**src/rtl/srio_pkg.sv**
```systemverilog
// Shared SRIO logical-layer widths, ftype codes and ireq arbiter types.
package srio_pkg;

    localparam int SRIO_DATA_W = 64;
    localparam int SRIO_KEEP_W = 8;
    localparam int SRIO_USER_W = 32;

    localparam logic [3:0] FTYPE_DOORB = 4'hA;
    localparam logic [3:0] FTYPE_NWR   = 4'h5;

    typedef enum logic {
        IDLE,
        XFER
    } arb_state_e;

    typedef struct packed {
        logic [SRIO_DATA_W-1:0] tdata;
        logic [SRIO_KEEP_W-1:0] tkeep;
        logic                   tlast;
        logic [SRIO_USER_W-1:0] tuser;
    } ireq_beat_t;

endpackage

```
**src/rtl/ireq_skid.sv**
```systemverilog
// Two-entry register slice for ireq beats; entry 0 is always the head.
module ireq_skid
    import srio_pkg::*;
(
    input  logic       i_clk,
    input  logic       i_rst_n,
    input  logic       i_push,
    input  ireq_beat_t i_beat,
    input  logic       i_pop,
    output ireq_beat_t o_head,
    output logic [1:0] o_count
);

    ireq_beat_t r_e0;
    ireq_beat_t r_e1;
    logic [1:0] r_count;
    logic       w_pop;
    logic       w_push;

    assign w_pop  = i_pop && (r_count != 2'd0);
    assign w_push = i_push && ((r_count != 2'd2) || w_pop);

    always_ff @(posedge i_clk or negedge i_rst_n) begin
        if (!i_rst_n) begin
            r_e0    <= '0;
            r_e1    <= '0;
            r_count <= 2'd0;
        end else begin
            unique case ({w_push, w_pop})
                2'b10: begin
                    if (r_count == 2'd0) r_e0 <= i_beat;
                    else                 r_e1 <= i_beat;
                    r_count <= r_count + 2'd1;
                end
                2'b01: begin
                    r_e0    <= r_e1;
                    r_count <= r_count - 2'd1;
                end
                2'b11: begin
                    if (r_count == 2'd1) begin
                        r_e0 <= i_beat;
                    end else begin
                        r_e0 <= r_e1;
                        r_e1 <= i_beat;
                    end
                end
                default: ;
            endcase
        end
    end

    assign o_head  = r_e0;
    assign o_count = r_count;

endmodule

```
**src/rtl/ireq_arb.sv**
```systemverilog
// Packet-locked round-robin arbiter sharing the SRIO ireq channel between
// up to four initiators, with a register slice toward the core.
module ireq_arb
    import srio_pkg::*;
#(
    parameter int NUM_REQ    = 2,
    parameter int BURST_PKTS = 4
) (
    input  logic                           log_clk,
    input  logic                           log_rst_n,
    input  logic [NUM_REQ-1:0]             s_tvalid,
    output logic [NUM_REQ-1:0]             s_tready,
    input  logic [NUM_REQ*SRIO_DATA_W-1:0] s_tdata,
    input  logic [NUM_REQ*SRIO_KEEP_W-1:0] s_tkeep,
    input  logic [NUM_REQ-1:0]             s_tlast,
    input  logic [NUM_REQ*SRIO_USER_W-1:0] s_tuser,
    output logic                           ireq_tvalid_o,
    input  logic                           ireq_tready_in,
    output logic                           ireq_tlast_o,
    output logic [SRIO_DATA_W-1:0]         ireq_tdata_o,
    output logic [SRIO_KEEP_W-1:0]         ireq_tkeep_o,
    output logic [SRIO_USER_W-1:0]         ireq_tuser_o,
    output logic [NUM_REQ-1:0]             grant_o,
    output logic                           busy_o
);

    localparam int IW = 2;

    arb_state_e         r_state, w_state_nxt;
    logic [NUM_REQ-1:0] r_grant, w_grant_nxt;
    logic [IW-1:0]      r_last, w_last_nxt;
    logic [3:0]         r_pkt_cnt, w_pkt_cnt_nxt;
    logic               r_bnd, w_bnd_nxt;

    logic [IW-1:0]      w_pick;
    logic               w_pick_vld;
    logic [IW-1:0]      w_gidx;
    ireq_beat_t         w_beat;
    ireq_beat_t         w_head;
    logic [1:0]         w_count;
    logic [NUM_REQ-1:0] w_acc_vec;
    logic               w_acc;
    logic               w_acc_last;
    logic               w_gvalid;
    logic               w_other;

    function automatic int wrap_idx(input int a);
        return (a >= NUM_REQ) ? a - NUM_REQ : a;
    endfunction

    // Ready comes only from registered grant and slice occupancy.
    assign s_tready   = r_grant & {NUM_REQ{w_count != 2'd2}};
    assign w_acc_vec  = s_tvalid & s_tready;
    assign w_acc      = |w_acc_vec;
    assign w_acc_last = |(w_acc_vec & s_tlast);
    assign w_gvalid   = |(s_tvalid & r_grant);
    assign w_other    = |(s_tvalid & ~r_grant);

    always_comb begin
        w_pick     = '0;
        w_pick_vld = 1'b0;
        for (int k = 1; k <= NUM_REQ; k++) begin
            for (int j = 0; j < NUM_REQ; j++) begin
                if (!w_pick_vld && s_tvalid[j] &&
                    (j == wrap_idx(int'(r_last) + k))) begin
                    w_pick_vld = 1'b1;
                    w_pick     = IW'(j);
                end
            end
        end
    end

    always_comb begin
        w_gidx = '0;
        w_beat = '0;
        for (int j = 0; j < NUM_REQ; j++) begin
            if (r_grant[j]) begin
                w_gidx       = IW'(j);
                w_beat.tdata = s_tdata[j*SRIO_DATA_W +: SRIO_DATA_W];
                w_beat.tkeep = s_tkeep[j*SRIO_KEEP_W +: SRIO_KEEP_W];
                w_beat.tlast = s_tlast[j];
                w_beat.tuser = s_tuser[j*SRIO_USER_W +: SRIO_USER_W];
            end
        end
    end

    always_comb begin
        w_state_nxt   = r_state;
        w_grant_nxt   = r_grant;
        w_last_nxt    = r_last;
        w_pkt_cnt_nxt = r_pkt_cnt;
        w_bnd_nxt     = r_bnd;
        unique case (r_state)
            IDLE: begin
                if (w_pick_vld) begin
                    w_state_nxt   = XFER;
                    w_grant_nxt   = NUM_REQ'(1) << w_pick;
                    w_pkt_cnt_nxt = '0;
                    w_bnd_nxt     = 1'b1;
                end
            end
            XFER: begin
                if (w_acc && w_acc_last) begin
                    if (r_pkt_cnt + 4'd1 == 4'(BURST_PKTS)) begin
                        w_state_nxt = IDLE;
                        w_grant_nxt = '0;
                        w_last_nxt  = w_gidx;
                    end else begin
                        w_pkt_cnt_nxt = r_pkt_cnt + 4'd1;
                        w_bnd_nxt     = 1'b1;
                    end
                end else if (w_acc) begin
                    w_bnd_nxt = 1'b0;
                end else if (r_bnd && !w_gvalid && w_other) begin
                    // Idle owner at a packet edge yields to a waiting source.
                    w_state_nxt = IDLE;
                    w_grant_nxt = '0;
                    w_last_nxt  = w_gidx;
                end
            end
            default: ;
        endcase
    end

    always_ff @(posedge log_clk or negedge log_rst_n) begin
        if (!log_rst_n) begin
            r_state   <= IDLE;
            r_grant   <= '0;
            r_last    <= IW'(NUM_REQ - 1);
            r_pkt_cnt <= '0;
            r_bnd     <= 1'b0;
        end else begin
            r_state   <= w_state_nxt;
            r_grant   <= w_grant_nxt;
            r_last    <= w_last_nxt;
            r_pkt_cnt <= w_pkt_cnt_nxt;
            r_bnd     <= w_bnd_nxt;
        end
    end

    ireq_skid u_skid (
        .i_clk   (log_clk),
        .i_rst_n (log_rst_n),
        .i_push  (w_acc),
        .i_beat  (w_beat),
        .i_pop   (ireq_tready_in),
        .o_head  (w_head),
        .o_count (w_count)
    );

    assign ireq_tvalid_o = (w_count != 2'd0);
    assign ireq_tlast_o  = w_head.tlast;
    assign ireq_tdata_o  = w_head.tdata;
    assign ireq_tkeep_o  = w_head.tkeep;
    assign ireq_tuser_o  = w_head.tuser;
    assign grant_o       = r_grant;
    assign busy_o        = (r_state != IDLE) || (w_count != 2'd0);

endmodule
```
**config.mk**
```make
export PLATFORM = sky130hd
export DESIGN_NAME = ireq_arb
export DESIGN_NICKNAME = d
export VERILOG_FILES = /design/src/rtl/srio_pkg.sv /design/src/rtl/ireq_skid.sv /design/src/rtl/ireq_arb.sv
export SDC_FILE = /design/constraint.sdc
export NUM_CORES = 1
export LEC_CHECK = 0
export CAP_MARGIN = 20
export CORE_UTILIZATION = 30
export DETAILED_ROUTE_END_ITERATION = 6
export PLACE_DENSITY_LB_ADDON = 0.3
export SYNTH_ARGS = -nofsm -noshare
export SYNTH_HDL_FRONTEND = slang
export SYNTH_SLANG_ARGS = --single-unit
```
**constraint.sdc**
```tcl
create_clock -name log_clk -period 2.13 [get_ports log_clk]
set_input_delay 0.426 -clock log_clk [delete_from_list [all_inputs] [get_ports log_clk]]
set_output_delay 0.426 -clock log_clk [all_outputs]
set_load 0.01 [all_outputs]
```
==> results of run 1 <==
-- critical path, stage by stage (launching register included) --
cell             delay, ns
dfrtp_1               0.40
buf_4                 0.17
clkdlybuf4s50_1       0.54
-- layout make-up --
type                            instances  area (µm²)
Inverter                              126         473
Clock inverter                          5        27.5
Clock buffer                           37         763
Sequential cell                       221        5540
Fill cell                            3349       19600
Tap cell                              461         577
Antenna cell                            1        2.50
Multi-Input combinational cell        502        4780
Timing Repair Buffer                  407        4150
-- logic make-up (layout without fill, tap and decap cells) --
kind of cell	Yosys count	after routing
muxes	309	309
adders and majority gates	5	5
AOI/OAI and AO/OA	150	150
buffers and inverters	189	575
DFF	221	221
other	0	1
and+or+nand+nor	36	36
xor gates and xnor gates	2	2
-- power by group through the flow --
stage               clock network, µW  logic [µW]  registers, µW
floorplan                           0        5640           6720
global placement                    0       10000           6530
detailed placement                  0       10200           6580
CTS                              4300       10300           6490
global route                     4460       11100           6720
finish                           4150       10200           6500
-- worst min path at each step --
stage | startpoint | to | slack, ns | depth (start not counted)
finish | log_rst_n | u_skid.o_head[20]$_DFFE_PN0P_ | 0.42 | 2
global route | log_rst_n | u_skid.o_head[16]$_DFFE_PN0P_ | 0.44 | 2
CTS | log_rst_n | u_skid.o_head[20]$_DFFE_PN0P_ | 0.42 | 2
detailed placement | log_rst_n | u_skid.o_head[20]$_DFFE_PN0P_ | 0.37 | 1
global placement | log_rst_n | u_skid.o_head[20]$_DFFE_PN0P_ | 0.38 | 1
floorplan | log_rst_n | grant_o[0]$_DFFE_PN0P_ | 0.13 | 0
-- synthesized netlist by cell type --
library cell    n  area (µm²)
a211oi_1        1        7.51
a21oi_1        16        80.1
nand3b_1        1        7.51
dfstp_2         1        26.3
o211a_1         1        10.0
buf_1           1        3.75
a22oi_4         1        21.3
o31a_1          1        8.76
nor3b_1         1        7.51
inv_1         126         473
a22o_1         95         832
dfrtp_1       220        5510
o21ai_0         6        30.0
nor2_1         15        56.3
nand2_1         4        15.0
or2_2           1        6.26
and4b_1         2        20.0
mux2i_1       200        2000
buf_4           9        67.6
a21boi_0        1        7.51
nor2b_1         4        25.0
a311o_1         1        10.0
xnor2_1         2        17.5
a31oi_1         1        6.26
buf_2          27         135
clkbuf_1       26        97.6
ha_1            5        62.6
and4_1          1        8.76
a2111oi_4       1        27.5
mux2_2        109        1230
a21bo_2         1        10.0
nand2b_1        2        12.5
o211ai_1        6        45.0
nand3_1         1        5.00
o31ai_4         1        21.3
nor4b_1         1        8.76
nor3_1          3        15.0
o2111ai_1       3        26.3
a41oi_1         1        8.76
o22ai_1         2        12.5
o32ai_1         1        8.76
a22oi_1        10        75.1
-- registers in the layout (all words and copies together), names as in the netlist --
signal          flops
u_skid.o_head     105
u_skid.r_e1       105
r_pkt_cnt           4
grant_o             2
u_skid.o_count      2
r_bnd               1
r_last              1
r_state             1
-- layer usage --
layer / wire length, µm / track usage [%]
met1: 12800 / 19.3
met3: 1900 / 3.86
met5: 0 / 0
met2: 13500 / 25.8
met4: 428 / 3.15
-- per-stage QoR --
stage	setup TNS (ns)	hold WS, ns	std cells	area, µm²
final	0	0.420	1760	16300
after global routing	0	0.437	1760	16300
after CTS	0	0.417	1754	16200
after detailed placement	-39.15	0.372	1708	15400
after global placement	-32.10	0.385	1708	15400
after floorplan	0	0.130	912	11100
-- repair_timing --
item | CTS | global route
pin swaps | 0 | 3
buffers inserted | 3 | 5
gates cloned | 0 | 1
hold endpoints to repair | 41 | 0
endpoints found under the setup margin | 5 | 166
gates resized for setup | 18 | 5
hold buffers | 1 | 0
==> impl_results.md, run 1 <==
- Die area: about 38,000 µm²
- RSZ-0062 raised after global routing: false
- Synth-to-Final Area Change: 47.6%
- Peak supply drop: between 400 and 500 µV
- Final WS setup: roughly 0.074 ns
- Vias per Instance: 4.65
- Lkg Pwr: 0.00775 µW
- Yosys Warn Count: 0
- Average size of a mapped cell: 12.1 µm²
- PD cells: ~1300 nW/µm²
- Final hold violations: 0
- Slew Viols, Final: 0
- Net switching power: 7060 µW
- Clock Latency Late Sink: 0.52 ns
- CTS tree: yes
- Clk pin slew, worst setup/hold paths: 0.06 ns
- CTS sink cnt: 221
- Mapped Cells: 912
- Layout cells sized above 1: a little under a fifth
- Final worst path period need: roughly 2.1 ns
- Max-cap check violation count: 0
- DP Worst Slack: -0.296 ns
- DRC errors left: 0
- Die width: 194 µm
- CP required: 1.70 ns
- First-pass GRT wire length: 46,200 µm
- Post-synthesis mux area share: approximately 29%
- I/O pin cnt: 326
- Core Rows: 69
- Via count: 8,185
- Final net count: approximately 1,500
- Synth Register Bits: 221
- CP Capture Point: grant_o[0]
- Simple-gate portion of the synthesized area: 1.70%
- Slew @ Worst Pin: 0.426 ns
- Starting Density: just over 30%
- XOR/XNOR Fraction of Synth Area: 0.158%
- H-Tree Depth: 1
- Most common cell after layout, fill and taps aside: clkdlybuf4s50_1
- Element type at the critical path end: output pin
- Pwr Total: 20,800 µW
- Status: complete, no violations
- Fmax achieved: between 400 and 500 MHz
- Cell variety after synth: between 40 and 50
- Main combinational cell family by area after synthesis: multiplexers
- WL/cell: 16.3 µm
- Min-Delay Path Class: in2async
- Seq/Total Area, Yosys: about half
- Post-Route WL: 28,600 µm
- Global Route Usage Sum: around 15%
- Setup crit start: grant_o[0]$_DFFE_PN0P_
- Core box area: 35,900 µm²
- Most frequent cells in the layout: clkdlybuf4s50_1, dfrtp_1, mux2i_1, inv_1, mux2_2
- Net Sw Frac: around a third
- Critical path fanouts, max: 6
- Final number of setup-violating endpoints: 0
- Crit path kind: reg2out
- GP Congestion: 0.745
- Final period util: 96.5%
- Worst Skew: about 0.0073 ns
- Die H: 194 µm
- Rel. slew slack: around 71%
- Layout Utilization: 45.4%
- Num CTS Buffers: 26
- Buffers on Ports: ~330
- Mapped Area: between 10,000 and 15,000 µm²
- Adder-cell share of the synthesized area: 0.566%
- Clock Tree Buf Depth: 3
- Combinational share of power: 48.9%
- Clock power share: 19.9%
- Dpl hpwl: approximately 21,000 µm
- Worst path arrival time: ~1.6 ns
- Synth Area in Compound Gates: 11.3%
- R2r setup slk: ~0.090 ns
- Vias in the first global route: 8,663
- Initial DRC count: between 200 and 250
- Worst r2r path cells: 8
- GRT Residual Overflow: 0
- Drt first pass iters: 4
- RR Startpoint: u_skid.o_count[1]$_DFFE_PN0P_
- Number of antenna violations at the first check in global routing: 1
- CP Launch Type: register
- Largest net degree at the start of global routing: 60
- Root Buffer: clkbuf_16
- Internal: approximately 14,000 µW
- Worst R2R End: u_skid.r_e1[45]$_DFFE_PN0P_
- Antenna Violating Nets Remaining: 0
- Seq pwr share: 31.2%
- Synth Net Count: 1,132
Power figures use the tool's default switching activity.
==> run 2: changes to the inputs <==
--- a/config.mk
+++ b/config.mk
@@ -8,6 +8,7 @@
 export CAP_MARGIN = 20
 export CORE_UTILIZATION = 30
 export DETAILED_ROUTE_END_ITERATION = 6
+export GPL_ROUTABILITY_DRIVEN = 0
 export PLACE_DENSITY_LB_ADDON = 0.3
 export SYNTH_ARGS = -nofsm -noshare
 export SYNTH_HDL_FRONTEND = slang
==> results of run 2 <==
Final layout, timing and power as in run 1 (identical DEF).
==> run 3: changes to the inputs <==
--- a/config.mk
+++ b/config.mk
@@ -12,4 +12,5 @@
 export PLACE_DENSITY_LB_ADDON = 0.3
 export SYNTH_ARGS = -nofsm -noshare
 export SYNTH_HDL_FRONTEND = slang
+export SYNTH_HIERARCHICAL = 1
 export SYNTH_SLANG_ARGS = --single-unit
==> impl_results.md, run 3 <==
- Post-synth EDFFs: 0
- Lkg Pwr: ~0.0067 µW
- Clock Latency Late Sink: 0.52 ns
- First-pass GRT wire length: about 56,000 µm
- Critical path fanouts, max: 4
- Fill cell count: 3,504
- Synth-to-Final Area Change: 45.1%
- CP Cell Sequence: buf_4, or2_2, clkdlybuf4s15_1
- CTS sink cnt: 221
- Status: complete, no violations
- Post-synthesis mux area share: around an eighth
- Root Buffer: clkbuf_16
- Setup crit start: u_skid/o_count[1]$_DFFE_PN0P_
- Main combinational cell family by area after synthesis: compound AO/OA/AOI/OAI gates
- Min-Delay Path Class: in2async
- Most frequent cells in the layout: clkdlybuf4s50_1, dfrtp_1, nand3_1, a31oi_1
- Slowest cell on the critical path: dfrtp_1
- PD cells: 1460 nW/µm²
- Layout cells sized above 1: between 10% and 20%
- GRT Residual Overflow: 0
- Initial DRC count: 535
- Dpl hpwl: 23,300 µm
- Die H: 195 µm
- DRC errors left: 0
- Commonest cells post-synth: dfrtp_1, nand3_1, a31oi_1
- Largest stage delay on the critical path: 0.40 ns
- H-Tree Depth: 1
- Top_reg_cell synth: dfrtp_1
- Pwr Total: between 20,000 and 25,000 µW
- Peak supply drop: 739 µV
- Layout Utilization: roughly 44%
- Die width: 195 µm
- Num CTS Buffers: 26
- Top cell type's share of synthesized area: 49.1%
- Crit path kind: reg2out
- CP Launch Type: register
- Post-Route WL: 35,400 µm
- Core Rows: 70
- Antenna Violating Nets Remaining: 0
- Rel. slew slack: between 60 and 70%
- Simple-gate portion of the synthesized area: a little under an eighth
- Largest area contributor in the netlist: dfrtp_1
- Clk pin slew, worst setup/hold paths: 0.06 ns
- Placed insts: 1,793
- RR Startpoint: grant_o[1]$_DFFE_PN0P_
- Drt first pass iters: 5
- Final net count: 1,575
- I/O pin cnt: 326
- Final period util: 96.4%
- Global Route Usage Sum: 18.1%
- Synth Register Bits: 221
- Yosys Warn Count: 6
- Final hold violations: 0
- Clock Tree Buf Depth: 3
- Final worst path period need: 2.05 ns
- Worst Path Buf+Inv: 2
- Via count: 9,886
- Post-Layout Cell Count: 1,844
- Cell variety after synth: 50
- Fmax achieved: 487 MHz
- CP required: 1.70 ns
- Area post-placement: roughly 15,000 µm²
- Design Area, Final: 16,300 µm²
- Synth Area in Compound Gates: 20.2%
- Element type at the critical path end: output pin
- Vias in the first global route: 9,853
- Slew @ Worst Pin: 0.572 ns
- WL/cell: 19.2 µm
- Starting Density: between 30% and 40%
- Worst path arrival time: 1.63 ns
- Most common cell after layout, fill and taps aside: clkdlybuf4s50_1
- Number of antenna violations at the first check in global routing: 1
- Adder-cell share of the synthesized area: 0.558%
- Fraction of registers with async set or reset after synthesis: 100%
- Largest net degree at the start of global routing: 72
- Average size of a mapped cell: 10.6 µm²
- Mapped Area: 11,200 µm²
- CP top delay family: buffers and inverters
- Slew Viols, Final: 0
- Count leader, synth: dfrtp_1
- Vias per Instance: between 5 and 6
- Synth Net Count: 1,278
- Core box area: about 37,000 µm²
- Buffers on Ports: between 300 and 400
- Worst Skew: 0.0102 ns
- Die area: ~38,000 µm²
- Final number of setup-violating endpoints: 0
- Top cells by area, synth: dfrtp_1, a22o_1, mux2_4
- Seq/Total Area, Yosys: 49.3%
- CTS tree: yes
- Post-Route Setup TNS: 0 ns
- XOR/XNOR Fraction of Synth Area: 0.156%
- Max-cap check violation count: 0
- RSZ-0062 raised after global routing: false
- Mapped Cells: 1,058
## run 3: cell count changes in the layout (fill, tap and decap cells not counted), sizes merged, moves of 6 or more
cell / previous run / this run
nand3: 1 / 110
a22oi: 11 / 1
nand2: 4 / 13
a21oi: 16 / 4
nor3: 3 / 104
mux2i: 200 / 4
a31oi: 1 / 106
a22o: 95 / 104
o21ai: 6 / 109
buf: 83 / 63
inv: 126 / 8
nor2: 15 / 7
o211ai: 6 / 0
## run 3: timing repair
action | CTS | global route
hold endpoints to repair | 40 | 0
hold buffers | 1 | 0
resized for setup | 12 | 3
gates cloned | 0 | 0
setup endpoints to repair | 66 | 25
setup buffers | 0 | 1
## run 3: kinds of logic after synthesis
kind of cell | count (synthesis)
adder cells (fa/ha/maj) | 5
flip-flops | 221
AND/OR/NAND/NOR | 258
buffers and inverters | 126
XOR/XNOR | 2
AO/OA/AOI/OAI | 335
multiplexers | 111
## run 3: worst paths after layout
| check | endpoint | slack (ns) | cells after the start |
|---|---|---|---|
| min reg2reg | u_skid/r_e1[104]$_DFFE_PN0P_ | 0.51 | 1 |
| max in group asynchronous | u_skid/o_count[0]$_DFFE_PN0P_ | 0.97 | 3 |
| min | u_skid/o_head[93]$_DFFE_PN0P_ | 0.41 | 2 |
| min in group log_clk | u_skid/r_e1[104]$_DFFE_PN0P_ | 0.51 | 1 |
| max | ireq_tvalid_o | 0.08 | 3 |
| max reg2reg | u_skid/o_count[1]$_DFFE_PN0P_ | 0.17 | 5 |
## run 3: worst register-to-register path: stages, from the launching register on
cell and delay, ns:
dfrtp_4 0.49, a22oi_1 0.40, nor2_4 0.11, nand2b_1 0.23, mux2_2 0.36, mux2_2 0.25
## run 3: area by class of cell
type | count | area (µm²) | share of cell area, %
tap | 468 | 586 | 3.60
sequential | 221 | 5540 | 34.0
antenna | 1 | 2.50 | 0.0154
clock inverter | 6 | 58.8 | 0.361
inverter | 8 | 30.0 | 0.185
clock buffer | 42 | 802 | 4.93
timing repair buffer | 387 | 4090 | 25.1
multi-input combinational | 711 | 5160 | 31.7
## run 3: layer usage
metal  routed length [µm]  vias up  global-route usage [%]  share of wire, %
met5                    0        -                       0                 0
met4                  840        0                    4.72               2.4
met3                 2650       47                    3.78               7.5
met2                16100      400                    28.6                45
met1                15800     4833                    25.2                45
li1                     -     4606                       -                 -
## run 3: metrics by stage
stage,hold slack [ns],setup WS (ns)
finish,0.412,0.0762
global route,0.440,0.00980
CTS,0.417,0.000123
detailed placement,0.369,-0.519
global placement,0.366,-0.404
floorplan,0.130,0.277
## run 3: power breakdown
part / switching, µW / internal [µW] / leakage [µW]
Sequential: 1180 / 6260 / 0.00276
Combinational: 5620 / 6180 / 0.00351
Clock: 1770 / 2680 / 0.000426
Total: 8570 / 15100 / 0.00670
==> edit (config.mk and constraints of run 1) <==
Change the package constant `SRIO_DATA_W` from 64 to 128.
--- a/src/rtl/srio_pkg.sv
+++ b/src/rtl/srio_pkg.sv
@@ -1,7 +1,7 @@
 // Shared SRIO logical-layer widths, ftype codes and ireq arbiter types.
 package srio_pkg;
 
-    localparam int SRIO_DATA_W = 64;
+    localparam int SRIO_DATA_W = 128;
     localparam int SRIO_KEEP_W = 8;
     localparam int SRIO_USER_W = 32;
 
Interface: changed (resized ireq_tdata_o and s_tdata); port bits go from 326 to 518. The function was not compared with the original's and may differ.
==> edit against run 1 <==
- clock skew increased by 0.012 ns
- synthesized area increased by 49%
- clock power increased by 61%
- final area increased by 54%
- sequential share of layout area increased by 0.85 points
- hold slack got worse by 0.0057 ns
- count of clock-buffer cells in the layout increased by 26
- final cell count increased by 73%
- setup slack got worse by 0.0096 ns
- power increased by 85%
- sequential cell count increased by 128
- critical path depth increased by 1
- routed wire length increased by 94%
- critical path type unchanged
- largest cell class unchanged
==> edit: results (changes against run 1) <==
[clock_network]
clock_tree.htree_level_count = 2  ; +1
cts_post_setup_buffers_inserted = 12  ; +9
clk_latency_ns = 0.56  ; +0.04 ns
numCtsBuffers = 41  ; +58%

[placed_design]
place_ws_ns = -0.201  ; +0.0943 ns
placedInstanceArea_um2 = 23300  ; +51%
port_buffers = 517  ; +59%
post-dp-hpwl_mm = 38.1  ; +83%

[setup_path]
worst_r2r_path_depth = 9  ; +1
top_fanout_value_on_the_critical_path = 36  ; +30

[outcome]
run_status = completed

[synth]
largest_cells_by_area_after_synthesis = dfrtp_1 (53%), a21oi_1 (10%), a22o_1 (9.0%)
syn_inst = 1790  ; +96%
yosysUniqueCellTypes = 44  ; +4.8%
synth_nets = 2138  ; +89%
ys_seq_area_frac = 0.531  ; +0.0304

[power]
max-vdd-ir-drop_mv = 0.706  ; +45%

[finish]
fin_cells = 3051  ; +73%
fillers = 5050  ; +51%

[global_route]
first_global_vias = 15400  ; +78%
met2_usage = 0.323  ; +0.0647
grt_first_pass_wirelength_mm = 85.6  ; +86%
fraction_of_met1_tracks_used_by_global_routing = 0.245  ; +0.0524
grt_overall_usage = 0.192  ; +0.0404
groute.layer.met3.usage = 0.0449  ; +0.00632

[drt]
route.final.wire_length_mm = 55.6  ; +94%
detailedRoute.firstPassIterationCount = 5  ; +1
met2_length_mm = 26.7  ; +98%
met3_routed_wl_mm = 3.77  ; +99%

[timing]
rel_slew_slack = 0.641  ; -0.0714
final.setup_skew_ns = 0.0196  ; +0.0123 ns

## edit: changes by cell type in the layout (fill, tap and decap cells not counted), moves of 21 or more
cell / before / now
clkdlybuf4s50_1: 319 / 511
nand2_1: 4 / 176
inv_1: 124 / 8
nor2_1: 14 / 342
mux2_2: 109 / 1
a21oi_1: 15 / 338
a22oi_1: 10 / 168
mux2i_1: 200 / 1
a22o_1: 95 / 168
buf_12: 20 / 41
dfrtp_1: 219 / 347
buf_4: 58 / 82
## edit: where the power goes
| part | switching (mW) | internal [mW] | leakage, nW |
|---|---|---|---|
| logic | 9.91 | 9.96 | 6.15 |
| registers | 2.01 | 9.96 | 4.23 |
| clock network | 2.77 | 3.93 | 0.616 |
| total | 14.7 | 23.8 | 11.0 |
## edit: area by class of cell
class                           count  area share
Clock inverter                      6     0.00159
Tap cell                          696      0.0347
Sequential cell                   349       0.348
Multi-Input combinational cell   1258       0.278
Timing Repair Buffer              668       0.287
Inverter                           11     0.00179
Clock buffer                       63      0.0486
## edit: worst paths after layout
kind | startpoint | endpoint | slack (ns)
worst max-delay path | grant_o[1] | grant_o[1] | 0.06
worst min-delay path | log_rst_n | u_skid.r_e1[59] | 0.41
worst max register to register | u_skid.o_count[1] | u_skid.o_head[98] | 0.08
worst min register to register | u_skid.o_head[141] | u_skid.o_head[141] | 0.50
max in group asynchronous | log_rst_n | u_skid.o_head[74] | 0.94
min in group log_clk | u_skid.o_head[141] | u_skid.o_head[141] | 0.50
## edit: kinds of logic (layout without fill, tap and decap cells)
group                    Yosys count  after routing  share of synthesized area
XOR/XNOR                           2              2                    0.00106
adder cells (fa/ha/maj)            6              6                    0.00441
AO/OA/AOI/OAI                    710            710                      0.286
buffers and inverters            183            748                     0.0499
flip-flops                       349            349                      0.531
multiplexers                       2              2                    0.00129
AND/OR/NAND/NOR                  538            538                      0.126
